`src/rtl/matmul_pkg.sv`:
```
// Shared types and constants for the matrix-multiply sequencer.
// Element indices are row-major and IDX_W bits wide.
package matmul_pkg;

    localparam int IDX_W = 4;
    localparam int N_DEF = 3;

    typedef enum logic [1:0] {
        IDLE,
        RUN,
        DRAIN,
        DONE
    } mm_state_t;

    function automatic logic [IDX_W-1:0] flat_idx(
        input logic [IDX_W-1:0] r,
        input logic [IDX_W-1:0] c,
        input int               n
    );
        return IDX_W'(int'(r) * n + int'(c));
    endfunction

endpackage

```
`src/rtl/mm_loop_counter.sv`:
```
// Nested i/j/k loop counters for the matmul sequencer.
// k runs fastest and i is outermost; all wrap to zero after the last step.
module mm_loop_counter
    import matmul_pkg::*;
#(
    parameter int N = N_DEF
) (
    input  logic             clk,
    input  logic             rst,
    input  logic             clr,
    input  logic             adv,
    output logic [IDX_W-1:0] i,
    output logic [IDX_W-1:0] j,
    output logic [IDX_W-1:0] k,
    output logic             k_last,
    output logic             last
);

    localparam logic [IDX_W-1:0] NM1 = IDX_W'(N - 1);

    logic j_last;
    logic i_last;

    assign k_last = (k == NM1);
    assign j_last = (j == NM1);
    assign i_last = (i == NM1);
    assign last   = i_last && j_last && k_last;

    always_ff @(posedge clk) begin
        if (rst || clr) begin
            i <= '0;
            j <= '0;
            k <= '0;
        end else if (adv) begin
            unique case (1'b1)
                !k_last: begin
                    k <= k + 1'b1;
                end
                k_last && !j_last: begin
                    k <= '0;
                    j <= j + 1'b1;
                end
                k_last && j_last && !i_last: begin
                    k <= '0;
                    j <= '0;
                    i <= i + 1'b1;
                end
                default: begin
                    i <= '0;
                    j <= '0;
                    k <= '0;
                end
            endcase
        end
    end

endmodule

```
`src/rtl/matmul_sequencer.sv`:
```
// Sequencer issuing MAC operand indices for C = A*B, with a
// MAC_LAT-deep write-back delay line and a stall that freezes everything.
module matmul_sequencer
    import matmul_pkg::*;
#(
    parameter int N       = N_DEF,
    parameter int MAC_LAT = 1
) (
    input  logic             clk,
    input  logic             rst,
    input  logic             start,
    input  logic             stall,
    output logic [IDX_W-1:0] a_idx,
    output logic [IDX_W-1:0] b_idx,
    output logic             mac_en,
    output logic             mac_clr,
    output logic             c_wr,
    output logic [IDX_W-1:0] c_idx,
    output logic             busy,
    output logic             done
);

    mm_state_t        state;
    logic [IDX_W-1:0] i;
    logic [IDX_W-1:0] j;
    logic [IDX_W-1:0] k;
    logic             k_last;
    logic             last;
    logic             issue;
    logic             wb_in;
    logic             more;

    logic [MAC_LAT-1:0] dl_v;
    logic [IDX_W-1:0]   dl_idx [MAC_LAT];

    assign issue = (state == RUN) && !stall;
    assign wb_in = issue && k_last;

    mm_loop_counter #(
        .N(N)
    ) u_cnt (
        .clk    (clk),
        .rst    (rst),
        .clr    (state == IDLE),
        .adv    (issue),
        .i      (i),
        .j      (j),
        .k      (k),
        .k_last (k_last),
        .last   (last)
    );

    // Entries still in flight once the oldest one has been written.
    always_comb begin
        more = 1'b0;
        for (int m = 0; m < MAC_LAT - 1; m++) begin
            more = more | dl_v[m];
        end
    end

    always_ff @(posedge clk) begin
        if (rst) begin
            state <= IDLE;
            dl_v  <= '0;
            for (int m = 0; m < MAC_LAT; m++) begin
                dl_idx[m] <= '0;
            end
        end else if (!stall) begin
            dl_v[0]   <= wb_in;
            dl_idx[0] <= wb_in ? flat_idx(i, j, N) : '0;
            for (int m = 1; m < MAC_LAT; m++) begin
                dl_v[m]   <= dl_v[m-1];
                dl_idx[m] <= dl_idx[m-1];
            end
            unique case (state)
                IDLE:  if (start) state <= RUN;
                RUN:   if (last) state <= DRAIN;
                DRAIN: if (!more) state <= DONE;
                DONE:  state <= IDLE;
            endcase
        end
    end

    assign mac_en  = issue;
    assign mac_clr = issue && (k == '0);
    assign a_idx   = flat_idx(i, k, N);
    assign b_idx   = flat_idx(k, j, N);
    assign c_idx   = dl_idx[MAC_LAT-1];
    assign c_wr    = dl_v[MAC_LAT-1] && !stall;
    assign busy    = (state != IDLE);
    assign done    = (state == DONE);

endmodule

```
`config.mk`:
```
export PLATFORM = sky130hd
export DESIGN_NAME = matmul_sequencer
export DESIGN_NICKNAME = d
export VERILOG_FILES = /design/src/rtl/matmul_pkg.sv /design/src/rtl/mm_loop_counter.sv /design/src/rtl/matmul_sequencer.sv
export SDC_FILE = /design/constraint.sdc
export NUM_CORES = 1
export LEC_CHECK = 0
export ABC_AREA = 1
export CORE_MARGIN = 3
export CORE_UTILIZATION = 50
export DETAILED_ROUTE_END_ITERATION = 8
export PLACE_DENSITY = 0.72
export REMOVE_ABC_BUFFERS = 1
export SLEW_MARGIN = 20
export SYNTH_ARGS = -nofsm -noshare
export SYNTH_HDL_FRONTEND = slang
export SYNTH_SLANG_ARGS = --single-unit
export TNS_END_PERCENT = 10
```
`constraint.sdc`:
```
create_clock -name clk -period 6.9 [get_ports clk]
set_clock_uncertainty 0.15 [all_clocks]
set_input_delay 1.38 -clock clk [delete_from_list [all_inputs] [get_ports clk]]
set_output_delay 1.38 -clock clk [all_outputs]
set_load 0.01 [all_outputs]
```
-- Word-level counts from Yosys, hierarchy flattened
Memory sizes are Yosys's and may differ from the RTL's.
Cells that the tools add are included.
- multipliers: 2
- bitwise gates (word level): 2
- equal/unequal tests: 8
- add/sub/neg operators: 6
- reduce and logical (&&, ||, !) cells: 22
- multiplexer cells: 14
- operators with widths (kind ; number):
    one-hot mux 4 bit (2 select lines) ; 2
    adder 4 x 1 -> 4 bit (second input constant) ; 3
    adder 4 bit ; 3
    equality test 4 x 2 -> 1 bit (second input constant) ; 3
    2-to-1 mux 4 bit ; 3
    logical AND 1 bit ; 9
    multiplier 4 x 2 -> 4 bit (second input constant) ; 2
    one-hot mux 2 bit (4 select lines) ; 1
    2-to-1 mux 1 bit ; 6
    equality test 2 bit (second input constant) ; 2
    logical NOT 1 bit ; 4
    logical NOT 4 bit ; 1
    2-to-1 mux 2 bit ; 2
    inequality test 2 bit (second input constant) ; 2
    AND reduction 2 bit ; 2
    OR reduction 4 bit ; 1
    AND reduction 3 bit ; 1
    equality test 2 x 1 -> 1 bit (second input constant) ; 1
    logical NOT 2 bit ; 1
    inverter 1 bit ; 2
    nonzero test 2 bit ; 1
    OR reduction 2 bit ; 1
    logical OR 1 bit ; 1
- memories kept: 1
- flip-flop bits (word level): 15
- input port bits: 4
- bits in writable memories: 4
- output and inout bits: 17
- memories (name ; words ; bits a word ; read ports ; clocked after memory_dff ; wr ports ; line ; source):
    dl_idx ; 1 ; 4 ; 1 ; 0 ; 1 ; matmul_sequencer.sv:34 ; logic [IDX_W-1:0] dl_idx [MAC_LAT];

-- Longest topological paths before layout
- depth in word-level cells: 6
- depth in mapped cells: 10
- mapped depth without buffers: 10

-- Hierarchy
From an unflattened synthesis, not the netlist that was laid out.
- cell total of the unflattened synthesis: 190
- area total of the unflattened synthesis: 1460.2 sq um
- modules (own cells, without submodules) (module ; area each (sq um) ; sequential area each (sq um) ; cells an instance ; times used):
    matmul_sequencer ; 834.6 ; 180.2 ; 103 ; 1
    mm_loop_counter ; 625.6 ; 240.2 ; 87 ; 1

-- Least setup slack after synthesis
No wires, ideal clock.
- path type: flip-flop to output port
- from: register u_cnt.j[1]
- to: output port b_idx[3]
- stages on the path, launching flop included: 7
- required time: 5.370 ns
- arrival time: 1.838 ns
- setup slack: 3.532 ns
- cell sequence: dfxtp_1 > fa_1 > ha_1 > inv_1 > fa_1 > xnor2_1 > xnor2_1
- longest elaborated chain between the ends: 1
- ends and longest elaborated chain (what ; line ; source):
    start: declaration ; mm_loop_counter.sv:13 ; output logic [IDX_W-1:0] j,
    start signal: assignment ; mm_loop_counter.sv:41 ; j <= j + 1'b1;
    adder 4 bit ; matmul_pkg.sv:20 ; return IDX_W'(int'(r) * n + int'(c));
    end: declaration ; matmul_sequencer.sv:14 ; output logic [IDX_W-1:0] b_idx,
Every way passes these cells.

-- Final worst setup path
- from: register u_cnt.i[0]
- to: output port a_idx[3]
- longest elaborated chain between the ends: 2
- ends and longest elaborated chain (what ; line ; source):
    start: declaration ; mm_loop_counter.sv:12 ; output logic [IDX_W-1:0] i,
    start signal: assignment ; mm_loop_counter.sv:46 ; i <= i + 1'b1;
    multiplier 4 x 2 -> 4 bit ; matmul_pkg.sv:20 ;
    adder 4 bit ; matmul_pkg.sv:20 ;
    end: declaration ; matmul_sequencer.sv:13 ; output logic [IDX_W-1:0] a_idx,
Every way passes these cells.

==> out/metrics.cfg <==
[synth]
syn_area_sq_um=1510
syn_inst=189
synth.distinct_cells=23
synth-warning-count=0
synth-main-ff-cell=dfxtp_1
avgSynthCellArea_sq_um=8.01
ys_ff_latch=19
async_flop_share_pct=0
ys_seq_area_share_pct=27.8
synth-edff-count=4

[clock_network]
cts_hold_buf=0
htreeDepth=1
cts_tree=built
cts_setup_buffers=0
cts_buffer_depth=2
numCtsBuffers=3
root_buffer=clkbuf_4
clkLatencyLatePin_ns=0.31
ctsResizeCount=0
numClockSinks=19
clk_pin_slew_ns=0.11

[worst_setup_path]
worstPathCellList=ha_1, fa_1, ha_1, a21oi_1, nand2_1, xor2_1, clkdlybuf4s50_1
cpMostUsedCell=ha_1
worstPathArrival_ns=2.80
cp-start-kind=flip-flop
slowest_delay_ns=0.55
critPathCaptureType=primary output
path_buf_inv=1
crit_family=adder cells
crit_required_ns=5.37
worstPathMaxFanout=6
crit_slowest_cell=clkdlybuf4s50_1
path_class=flip-flop to primary output

[final_layout]
drive_above_1_share_pct=7.51
final_cells=244
n_antenna_cell=0
nets=248
area_growth_pct=17.5

[power]
swShare_pct=28.7
peakVddDrop_mv=0.130
netSwitchingPower_uw=63.0
p_seq_share_pct=54.3
combinationalPowerShare_pct=18.9
p_clk_share_pct=26.8
p_leak_uw=0.000841
powerDensity_nw_per_um2=123
p_int_uw=156

[floorplanning]
die_h_um=61.0
rows=19
ios=21
die_w_um=61.0
core_area_sq_um=2830
start_util_pct=53.5
die_area_sq_um=3720

[drt]
drtAntennaViolNets=0
drt-pass1-iter-count=4
drt_wl_total_um=3050
drc=0
avgViaCountPerCell=5.05
wire_per_inst_um=12.5
drtIter0Drc=73
via_count=1232

[flow_run]
drv_cap=0

[timing]
tns_ns=0
worst_pin_slew_ns=0.383
slew_viol_final=0
period_share_pct=62.8
setup_viol_count_final=0
max_slew_margin_pct=74.4
rsz0062_at_grt=no
max_freq_mhz=231
fin_crit_ns=4.33
finalHoldViolCount=0

[worst_hold_path]
hp-class=flip-flop to flip-flop

[global_routing]
grt-ovfl-total=0
antenna_found_initial=0
grt_pass1_vias=1171
track_usage_pct=19.0
grt_max_degree=11
grt_pass1_wl_um=5180

[placement]
dp_cells=240
dp_hpwl_um=2570
gp_congestion=0.819
portBuffers=20

[outcome]
outcome=finished, final reports clean

cell usage in the layout, fill, tap and decap left out, types with 4 or more instances in the layout:
master and n:
nand2_1 34, inv_1 32, ha_1 24, nor2_1 21, clkdlybuf4s50_1 20, dfxtp_1 15
nand3_1 14, a21oi_1 9, fa_1 6, xor2_1 5, xnor2_1 4, nand2_2 4
o21ai_0 4, edfxtp_1 4
cells by family after synthesis:
family,share of synthesized area [%]
AND/OR/NAND/NOR,24.5
buffers and inverters,8.18
adder cells (fa/ha/maj),27.8
flip-flops,27.8
AO/OA/AOI/OAI,6.53
XOR/XNOR,5.21
synth_stat cells (2+ instances only):
library cell / count / area, sq um
xnor2_1: 4 / 35.0
edfxtp_1: 4 / 120
dfxtp_1: 15 / 300
inv_1: 32 / 120
nor2_2: 2 / 12.5
xor2_1: 5 / 43.8
nand2_1: 34 / 128
nand2_2: 4 / 25.0
fa_1: 6 / 120
ha_1: 24 / 300
o21ai_0: 4 / 20.0
a21oi_1: 9 / 45.0
nand3_1: 14 / 70.1
nor2_1: 21 / 78.8
nor2_4: 3 / 33.8
tightest hold or removal path, stage by stage, from the launching register on:
cell,delay (ns)
dfxtp_1,0.31
inv_1,0.05
o21ai_0,0.08
power by group through the flow:
stage	Combinational (uW)	Sequential [uW]	Clock, uW
after global placement	40.0	121	0
after floorplan	25.1	122	0
final	41.6	119	58.8
after global routing	46.9	120	65.5
after CTS	41.7	119	61.0
after detailed placement	41.7	122	0
registers in the layout, indices dropped and copies added, names as in the netlist:
signal   flops
u_cnt.j      4
dl_idx       4
dl_v         1
u_cnt.k      4
state        2
u_cnt.i      4
path summary, 6_finish.rpt:
| path | from | to | slack (ns) | cells after the start |
|---|---|---|---|---|
| worst min-delay path | dl_v | dl_v | 0.34 | 2 |
| worst min register to register | dl_v | dl_v | 0.34 | 2 |
| worst max-delay path | u_cnt.i[0] | a_idx[3] | 2.57 | 7 |
| worst max register to register | u_cnt.i[0] | dl_idx[0][3] | 4.44 | 8 |
through the flow:
stage	hold slack (ns)	cell area [sq um]	power [uW]	setup WS (ns)	util (%)
after floorplan	0.302	1510	147	3.53	-
after global placement	0.320	1750	161	2.63	62.0
after detailed placement	0.332	1750	163	2.63	62.0
after CTS	0.353	1780	222	2.54	62.9
after global routing	0.373	1780	232	2.42	62.9
final	0.344	1780	219	2.57	62.9
routing by layer:
metal | wire length (um) | global-route usage (%)
met3 | 83 | 4.40
met5 | 0 | 0
met2 | 1570 | 33.4
met1 | 1370 | 22.9
met4 | 32 | 5.88
final cells by class:
class	instances	area (sq um)
fillers	246	1050
clock buffers	4	26.3
multi-input cells	137	970
well taps	31	38.8
repair buffers	20	200
flip-flops and latches	19	420
inverters	33	124
(Power assumes the default switching activity.)
